**src/rtl/irq_pkg.sv**
```systemverilog
// irq_pkg: shared widths, stack-entry layout and vector arithmetic for irq_ctrl.
package irq_pkg;

    // Widest address and level a stack entry can hold (AW <= 64, NCH <= 16).
    localparam int MAX_AW = 64;
    localparam int MAX_LW = 5;

    // Level counts 0..NCH, so it needs room for NCH+1 values.
    function automatic int lvl_w(int nch);
        return $clog2(nch + 1);
    endfunction

    // Stack occupancy counts 0..DEPTH.
    function automatic int dep_w(int depth);
        return $clog2(depth + 1);
    endfunction

    // Channel index width, kept at least one bit for a single channel.
    function automatic int idx_w(int nch);
        return (nch > 1) ? $clog2(nch) : 1;
    endfunction

    // One nesting frame: where to return and which level to restore.
    typedef struct packed {
        logic [MAX_AW-1:0] pc;
        logic [MAX_LW-1:0] lvl;
    } stk_ent_t;

    // Handler address of channel idx; callers truncate to their AW.
    function automatic logic [MAX_AW-1:0] irq_vec(logic [MAX_AW-1:0] base,
                                                   logic [MAX_AW-1:0] stride,
                                                   logic [MAX_AW-1:0] idx);
        return base + idx * stride;
    endfunction

endpackage

```
**src/rtl/irq_ctrl_if.sv**
```systemverilog
// irq_ctrl_if: core-side request/redirect bundle between the CPU and irq_ctrl.
interface irq_ctrl_if #(
    parameter int NCH   = 3,
    parameter int DEPTH = 2,
    parameter int AW    = 32
);
    localparam int LW = $clog2(NCH + 1);
    localparam int DW = $clog2(DEPTH + 1);

    logic [NCH-1:0] irq_in;
    logic           mask_we;
    logic [NCH-1:0] mask_din;
    logic [AW-1:0]  pc_next;
    logic           eret;
    logic           take;
    logic [AW-1:0]  vector;
    logic [AW-1:0]  epc;
    logic [NCH-1:0] mask;
    logic [NCH-1:0] pending;
    logic [LW-1:0]  level;
    logic [DW-1:0]  depth;

    modport master (
        output irq_in, mask_we, mask_din, pc_next, eret,
        input  take, vector, epc, mask, pending, level, depth
    );

    modport slave (
        input  irq_in, mask_we, mask_din, pc_next, eret,
        output take, vector, epc, mask, pending, level, depth
    );
endinterface

```
**src/rtl/irq_prio_enc.sv**
```systemverilog
// irq_prio_enc: fixed-priority encoder, highest set index wins.
module irq_prio_enc
    import irq_pkg::*;
#(
    parameter  int NCH = 3,
    localparam int IW  = idx_w(NCH)
) (
    input  logic [NCH-1:0] req,
    output logic           valid,
    output logic [IW-1:0]  idx
);
    // Ascending scan: later (higher) indices overwrite earlier ones.
    always_comb begin
        idx = '0;
        for (int i = 0; i < NCH; i++) begin
            if (req[i]) idx = IW'(i);
        end
        valid = |req;
    end
endmodule

```
**src/rtl/irq_ctrl.sv**
```systemverilog
// irq_ctrl: edge-latched, maskable, nesting interrupt controller beside the PC mux.
module irq_ctrl
    import irq_pkg::*;
#(
    parameter int          NCH        = 3,
    parameter int          DEPTH      = 2,
    parameter int          AW         = 32,
    parameter logic [AW-1:0] VEC_BASE   = AW'('h400),
    parameter logic [AW-1:0] VEC_STRIDE = AW'('h10)
) (
    input  logic     clk,
    input  logic     rst,
    irq_ctrl_if.slave bus
);
    localparam int LW = lvl_w(NCH);
    localparam int DW = dep_w(DEPTH);
    localparam int IW = idx_w(NCH);

    logic [NCH-1:0]    irq_q;
    logic [NCH-1:0]    pending;
    logic [NCH-1:0]    mask;
    logic [DW-1:0]     depth;
    logic [LW-1:0]     level;
    stk_ent_t          stk [DEPTH];

    logic [NCH-1:0]    rise;
    logic [NCH-1:0]    above;
    logic [NCH-1:0]    req;
    logic              gate;
    logic              take;
    logic [IW-1:0]     win;
    logic [NCH-1:0]    clr;
    stk_ent_t          push_ent;
    stk_ent_t          top_ent;
    logic [MAX_AW-1:0] vec_full;
    logic              unused_bits;

    // Eligibility from registered state only; eret and a full stack block every take.
    always_comb begin
        for (int i = 0; i < NCH; i++) begin
            above[i] = (LW'(i + 1) > level);
        end
        rise = bus.irq_in & ~irq_q;
        gate = (depth < DW'(DEPTH)) & ~bus.eret;
        req  = pending & mask & above & {NCH{gate}};
    end

    irq_prio_enc #(.NCH(NCH)) u_enc (
        .req   (req),
        .valid (take),
        .idx   (win)
    );

    // Frame to push, current top of stack, and the winner's handler address.
    always_comb begin
        push_ent              = '0;
        push_ent.pc[AW-1:0]   = bus.pc_next;
        push_ent.lvl[LW-1:0]  = level;
        top_ent = '0;
        for (int i = 0; i < DEPTH; i++) begin
            if (depth == DW'(i + 1)) top_ent = stk[i];
        end
        vec_full = irq_vec(MAX_AW'(VEC_BASE), MAX_AW'(VEC_STRIDE), MAX_AW'(win));
        clr      = take ? (NCH'(1) << win) : '0;
    end

    // Padding bits of the generic stack entry are intentionally not consumed.
    assign unused_bits = &{1'b0, top_ent, vec_full};

    assign bus.take    = take;
    assign bus.vector  = vec_full[AW-1:0];
    assign bus.epc     = top_ent.pc[AW-1:0];
    assign bus.mask    = mask;
    assign bus.pending = pending;
    assign bus.level   = level;
    assign bus.depth   = depth;

    // Edge latch, mask write, and push/pop of the nesting stack.
    always_ff @(posedge clk) begin
        if (rst) begin
            irq_q   <= '0;
            pending <= '0;
            mask    <= '1;
            depth   <= '0;
            level   <= '0;
            for (int i = 0; i < DEPTH; i++) stk[i] <= '0;
        end else begin
            irq_q   <= bus.irq_in;
            pending <= (pending & ~clr) | rise;
            if (bus.mask_we) mask <= bus.mask_din;
            if (take) begin
                for (int i = 0; i < DEPTH; i++) begin
                    if (depth == DW'(i)) stk[i] <= push_ent;
                end
                depth <= depth + DW'(1);
                level <= LW'(win) + LW'(1);
            end else if (bus.eret && depth != '0) begin
                depth <= depth - DW'(1);
                level <= top_ent.lvl[LW-1:0];
            end
        end
    end
endmodule

```
**src/flat_wrapper.sv**
```systemverilog
// flat-port wrapper written by rule: the top's interface ports become plain ports
module irq_ctrl_flat import irq_pkg::*;
#(
    parameter int          NCH        = 3,
    parameter int          DEPTH      = 2,
    parameter int          AW         = 32,
    parameter logic [AW-1:0] VEC_BASE   = AW'('h400),
    parameter logic [AW-1:0] VEC_STRIDE = AW'('h10)
)
  (clk, rst, bus_irq_in, bus_mask_we, bus_mask_din, bus_pc_next, bus_eret, bus_take, bus_vector, bus_epc, bus_mask, bus_pending, bus_level, bus_depth);
  irq_ctrl_if #(.NCH(NCH), .DEPTH(DEPTH), .AW(AW)) bus_i ();
  input  logic clk;
  input  logic rst;
  input wire logic [$bits(bus_i.irq_in)-1:0] bus_irq_in;
  input wire logic [$bits(bus_i.mask_we)-1:0] bus_mask_we;
  input wire logic [$bits(bus_i.mask_din)-1:0] bus_mask_din;
  input wire logic [$bits(bus_i.pc_next)-1:0] bus_pc_next;
  input wire logic [$bits(bus_i.eret)-1:0] bus_eret;
  output wire logic [$bits(bus_i.take)-1:0] bus_take;
  output wire logic [$bits(bus_i.vector)-1:0] bus_vector;
  output wire logic [$bits(bus_i.epc)-1:0] bus_epc;
  output wire logic [$bits(bus_i.mask)-1:0] bus_mask;
  output wire logic [$bits(bus_i.pending)-1:0] bus_pending;
  output wire logic [$bits(bus_i.level)-1:0] bus_level;
  output wire logic [$bits(bus_i.depth)-1:0] bus_depth;
  assign bus_i.irq_in = bus_irq_in;
  assign bus_i.mask_we = bus_mask_we;
  assign bus_i.mask_din = bus_mask_din;
  assign bus_i.pc_next = bus_pc_next;
  assign bus_i.eret = bus_eret;
  assign bus_take = bus_i.take;
  assign bus_vector = bus_i.vector;
  assign bus_epc = bus_i.epc;
  assign bus_mask = bus_i.mask;
  assign bus_pending = bus_i.pending;
  assign bus_level = bus_i.level;
  assign bus_depth = bus_i.depth;
  irq_ctrl #(.NCH(NCH), .DEPTH(DEPTH), .AW(AW), .VEC_BASE(VEC_BASE), .VEC_STRIDE(VEC_STRIDE)) u_core (.clk(clk), .rst(rst), .bus(bus_i));
endmodule
```
**config.mk**
```make
export PLATFORM = sky130hd
export DESIGN_NAME = irq_ctrl_flat
export DESIGN_NICKNAME = d
export VERILOG_FILES = /design/src/rtl/irq_pkg.sv /design/src/rtl/irq_ctrl_if.sv /design/src/rtl/irq_prio_enc.sv /design/src/rtl/irq_ctrl.sv /design/src/flat_wrapper.sv
export SDC_FILE = /design/constraint.sdc
export NUM_CORES = 1
export LEC_CHECK = 0
export ABC_AREA = 1
export CAP_MARGIN = 10
export CORE_MARGIN = 8
export CORE_UTILIZATION = 47
export DETAILED_ROUTE_END_ITERATION = 8
export HOLD_SLACK_MARGIN = 0.05
export MAX_ROUTING_LAYER = met4
export PLACE_DENSITY = 0.8
export SLEW_MARGIN = 30
export SYNTH_ARGS = -nofsm -noshare
export SYNTH_HDL_FRONTEND = slang
export SYNTH_SLANG_ARGS = --single-unit
export TNS_END_PERCENT = 1
```
**constraint.sdc**
```tcl
create_clock -name clk -period 2.3 [get_ports clk]
set_input_delay 0.46 -clock clk [delete_from_list [all_inputs] [get_ports clk]]
set_output_delay 0.46 -clock clk [all_outputs]
set_load 0.01 [all_outputs]
```
==> results.py <==
metrics = {
    "place": {
        "dp_hpwl_microns": 6150,
        "portBuffers": 86,
        "place_ws_ns": -0.132,
        "place.gp.congestion": 0.911,
        "placed_area_sq_um": 4990,
    },
    "finish": {
        "areaGrowthSynthToFinish_pct": 32.6,
        "n_fill_cell": 655,
        "regArea_sq_um": 2300,
        "layout_commonest_cell": "nand2_1",
        "drive_gt1_share_pct": 16.0,
        "multi_input_area_sq_um": 1260,
        "antennaDiodeCount": 0,
        "fin_area_sq_um": 5250,
        "final_cell_mix": "nand2_1, edfxtp_1, clkdlybuf4s50_1",
        "nets": 522,
    },
    "sta": {
        "maxSlewViolCount": 0,
        "clock_skew_ns": 0.0105,
        "holdWs_ns": 0.432,
        "setup_viol": 16,
        "fmax_mhz": 410,
        "finalCritPeriodShare_pct": 106,
        "setup_ws_ns": -0.137,
        "hold_viol": 0,
        "rsz0062_at_grt": "true",
        "period_minus_slack_ns": 2.44,
    },
    "synthesis": {
        "syn_inst": 377,
        "synth_warnings": 0,
        "syn_area_sq_um": 3960,
        "synth_cell_types": 26,
        "ys_ff_latch": 81,
        "syn_avg_cell_area_sq_um": 10.5,
        "yosysSeqAreaShare_pct": 58.2,
    },
    "critical_path": {
        "cp_data_required_time_ns": 1.84,
        "crit_slowest_cell": "clkdlybuf4s50_1",
        "rr_endpoint": "u_core.stk[0][2]",
        "crit_path_end_kind": "output port",
        "crit_arrival_ns": 1.98,
        "max_stage_delay_ns": 0.53,
        "crit_path_start": "u_core.bus.depth[0]",
        "regToRegSetupSlack_ns": 0.55,
        "path_depth": 7,
        "cp_top_family": "buffers and inverters",
        "cp-endpoint": "bus_epc[22]",
        "cp.buffers_inverters": 4,
        "critPathMaxFanout": 17,
        "cp-start-kind": "flip-flop",
        "r2r_cells": 10,
        "reg2reg_from": "u_core.bus.depth[1]",
        "critical_path_class": "flip-flop to output port",
        "worstPathCellList": "inv_1 > ha_1 > clkinv_1 > buf_8 > nand3_1 > nand2_1 > clkdlybuf4s50_1",
    },
    "clock_network": {
        "clk_latency_ns": 0.35,
        "h-tree-depth": 3,
        "hold_buffers": 0,
        "cts_setup_buffers": 0,
        "cts_root_buf": "clkbuf_8",
        "cts_tree": "built",
        "cts_inserted_buffers": 9,
        "path_clk_slew_ns": 0.08,
        "clkSinkCount": 81,
        "cts_max_path_buffers": 2,
    },
    "floorplanning": {
        "start_util_pct": 48.4,
        "die_area_sq_um": 11600,
        "die_w_microns": 108,
        "die_y_microns": 108,
        "ios": 117,
        "core-area_sq_um": 8180,
        "rows": 33,
    },
    "detailed_routing": {
        "firstDrtPassIters": 4,
        "wl_per_cell_microns": 14.3,
        "first_iter_violations": 121,
        "antenna_left": 0,
        "wl_microns": 8370,
        "via_count": 2713,
        "viasPerCell": 4.62,
        "drcViolationCount": 0,
    },
    "power_and_ir_drop": {
        "leakagePower_nw": 2.48,
        "ir_drop_mv": 0.477,
        "power_density_nw_per_um2": 863,
    },
    "grt": {
        "grt_pass1_vias": 2866,
        "antenna_found_initial": 0,
        "grt_first_pass_wirelength_microns": 13200,
        "grt_overflow_total": 0,
        "track_usage_pct": 14.9,
        "grt_start_max_net_pins": 19,
    },
    "worst_hold_path": {
        "hp-class": "flip-flop to flip-flop",
        "min-delay-start": "u_core.irq_q[0]",
        "hold_depth": 1,
    },
    "run_status": {
        "violations": "setup timing",
        "status": "complete, but fails checks",
    },
    "flow_run": {
        "maxCapViolCount": 0,
    },
}
## cell families (layout without fill, tap and decap cells)
kind of cell               Yosys count  in the layout  synth area share [%]
DFF                                 81             81                  58.2
AOI/OAI and AO/OA                    9              9                  1.26
other                                2             30                 0.190
buffers and inverters               92            169                  12.9
adders and majority gates            3              3                 0.949
and+or+nand+nor                    190            190                  26.6
## final cells by class
type	count	area share [%]
sequential	81	43.9
multi-input combinational	232	23.9
timing repair buffer	106	21.8
inverter	47	3.36
tap	105	2.50
clock buffer	10	2.43
clock inverter	6	2.03
## synth_stat cells
library cell	n	area share (%)
nand2_1	91	8.6
edfxtp_1	68	52
inv_1	44	4.2
nand3_1	39	4.9
nor2_4	31	8.8
buf_4	30	5.7
nor2_1	19	1.8
dfxtp_1	13	6.6
clkbuf_1	10	0.95
a21oi_1	4	0.51
nand2_2	4	0.63
buf_12	3	1.5
ha_1	3	0.95
buf_2	2	0.25
clkinv_1	2	0.19
conb_1	2	0.19
nand3_4	2	0.89
o21ai_0	2	0.25
inv_2	1	0.095
nand2_4	1	0.28
nand3_2	1	0.25
nand4_1	1	0.16
o21ai_1	1	0.13
o22ai_1	1	0.16
o32ai_1	1	0.22
or2_2	1	0.16
## how the worst min path moves through the flow
stage	to	slack [ns]
6_report	u_core.bus.pending[0]	0.43
5_1_grt	u_core.bus.pending[0]	0.43
4_1_cts	u_core.bus.pending[0]	0.43
3_5_place_dp	u_core.bus.pending[0]	0.42
3_3_place_gp	u_core.bus.pending[0]	0.41
2_1_floorplan	u_core.bus.pending[0]	0.41
## layer usage
layer  global-route usage (%)  share of wire [%]  wire [microns]
met5                        -                  0               0
met4                     5.85                2.2             180
met3                     3.59                8.1             682
met2                     26.0                 50            4150
met1                     16.1                 40            3350
## worst register-to-register path: cells and delay by family (launching register included)
kind          cells  cell delay [ns]
simple gates      7             0.80
flops             1             0.33
buf+inv           3             0.48
## where the power goes
part	internal, mW	total (mW)	switching (mW)
sequential	1.83	1.91	0.0717
clock	0.716	1.19	0.478
combinational	0.633	1.42	0.791
total	3.18	4.53	1.34
## registers in the layout, indices dropped and copies added, names as in the netlist
register            flops
u_core.bus.pending      3
u_core.stk             68
u_core.irq_q            3
u_core.bus.level        2
u_core.bus.mask         3
u_core.bus.depth        2
## metrics by stage
step | power (mW) | utilization [%] | setup TNS (ns) | cells
global route | 4.76 | 64.2 | -4.43 | 587
detailed placement | 3.40 | 61.0 | -0.183 | 571
floorplan | 2.72 | - | 0 | 405
global placement | 3.36 | 61.0 | -0.127 | 571
CTS | 4.58 | 63.8 | -4.17 | 587
finish | 4.53 | 64.2 | -1.77 | 587
## repair_timing
action                     4_1_cts  5_1_grt
gates resized for setup         11       11
pin swaps                        0        0
setup endpoints to repair       35       33
Power figures use the tool's default switching activity.
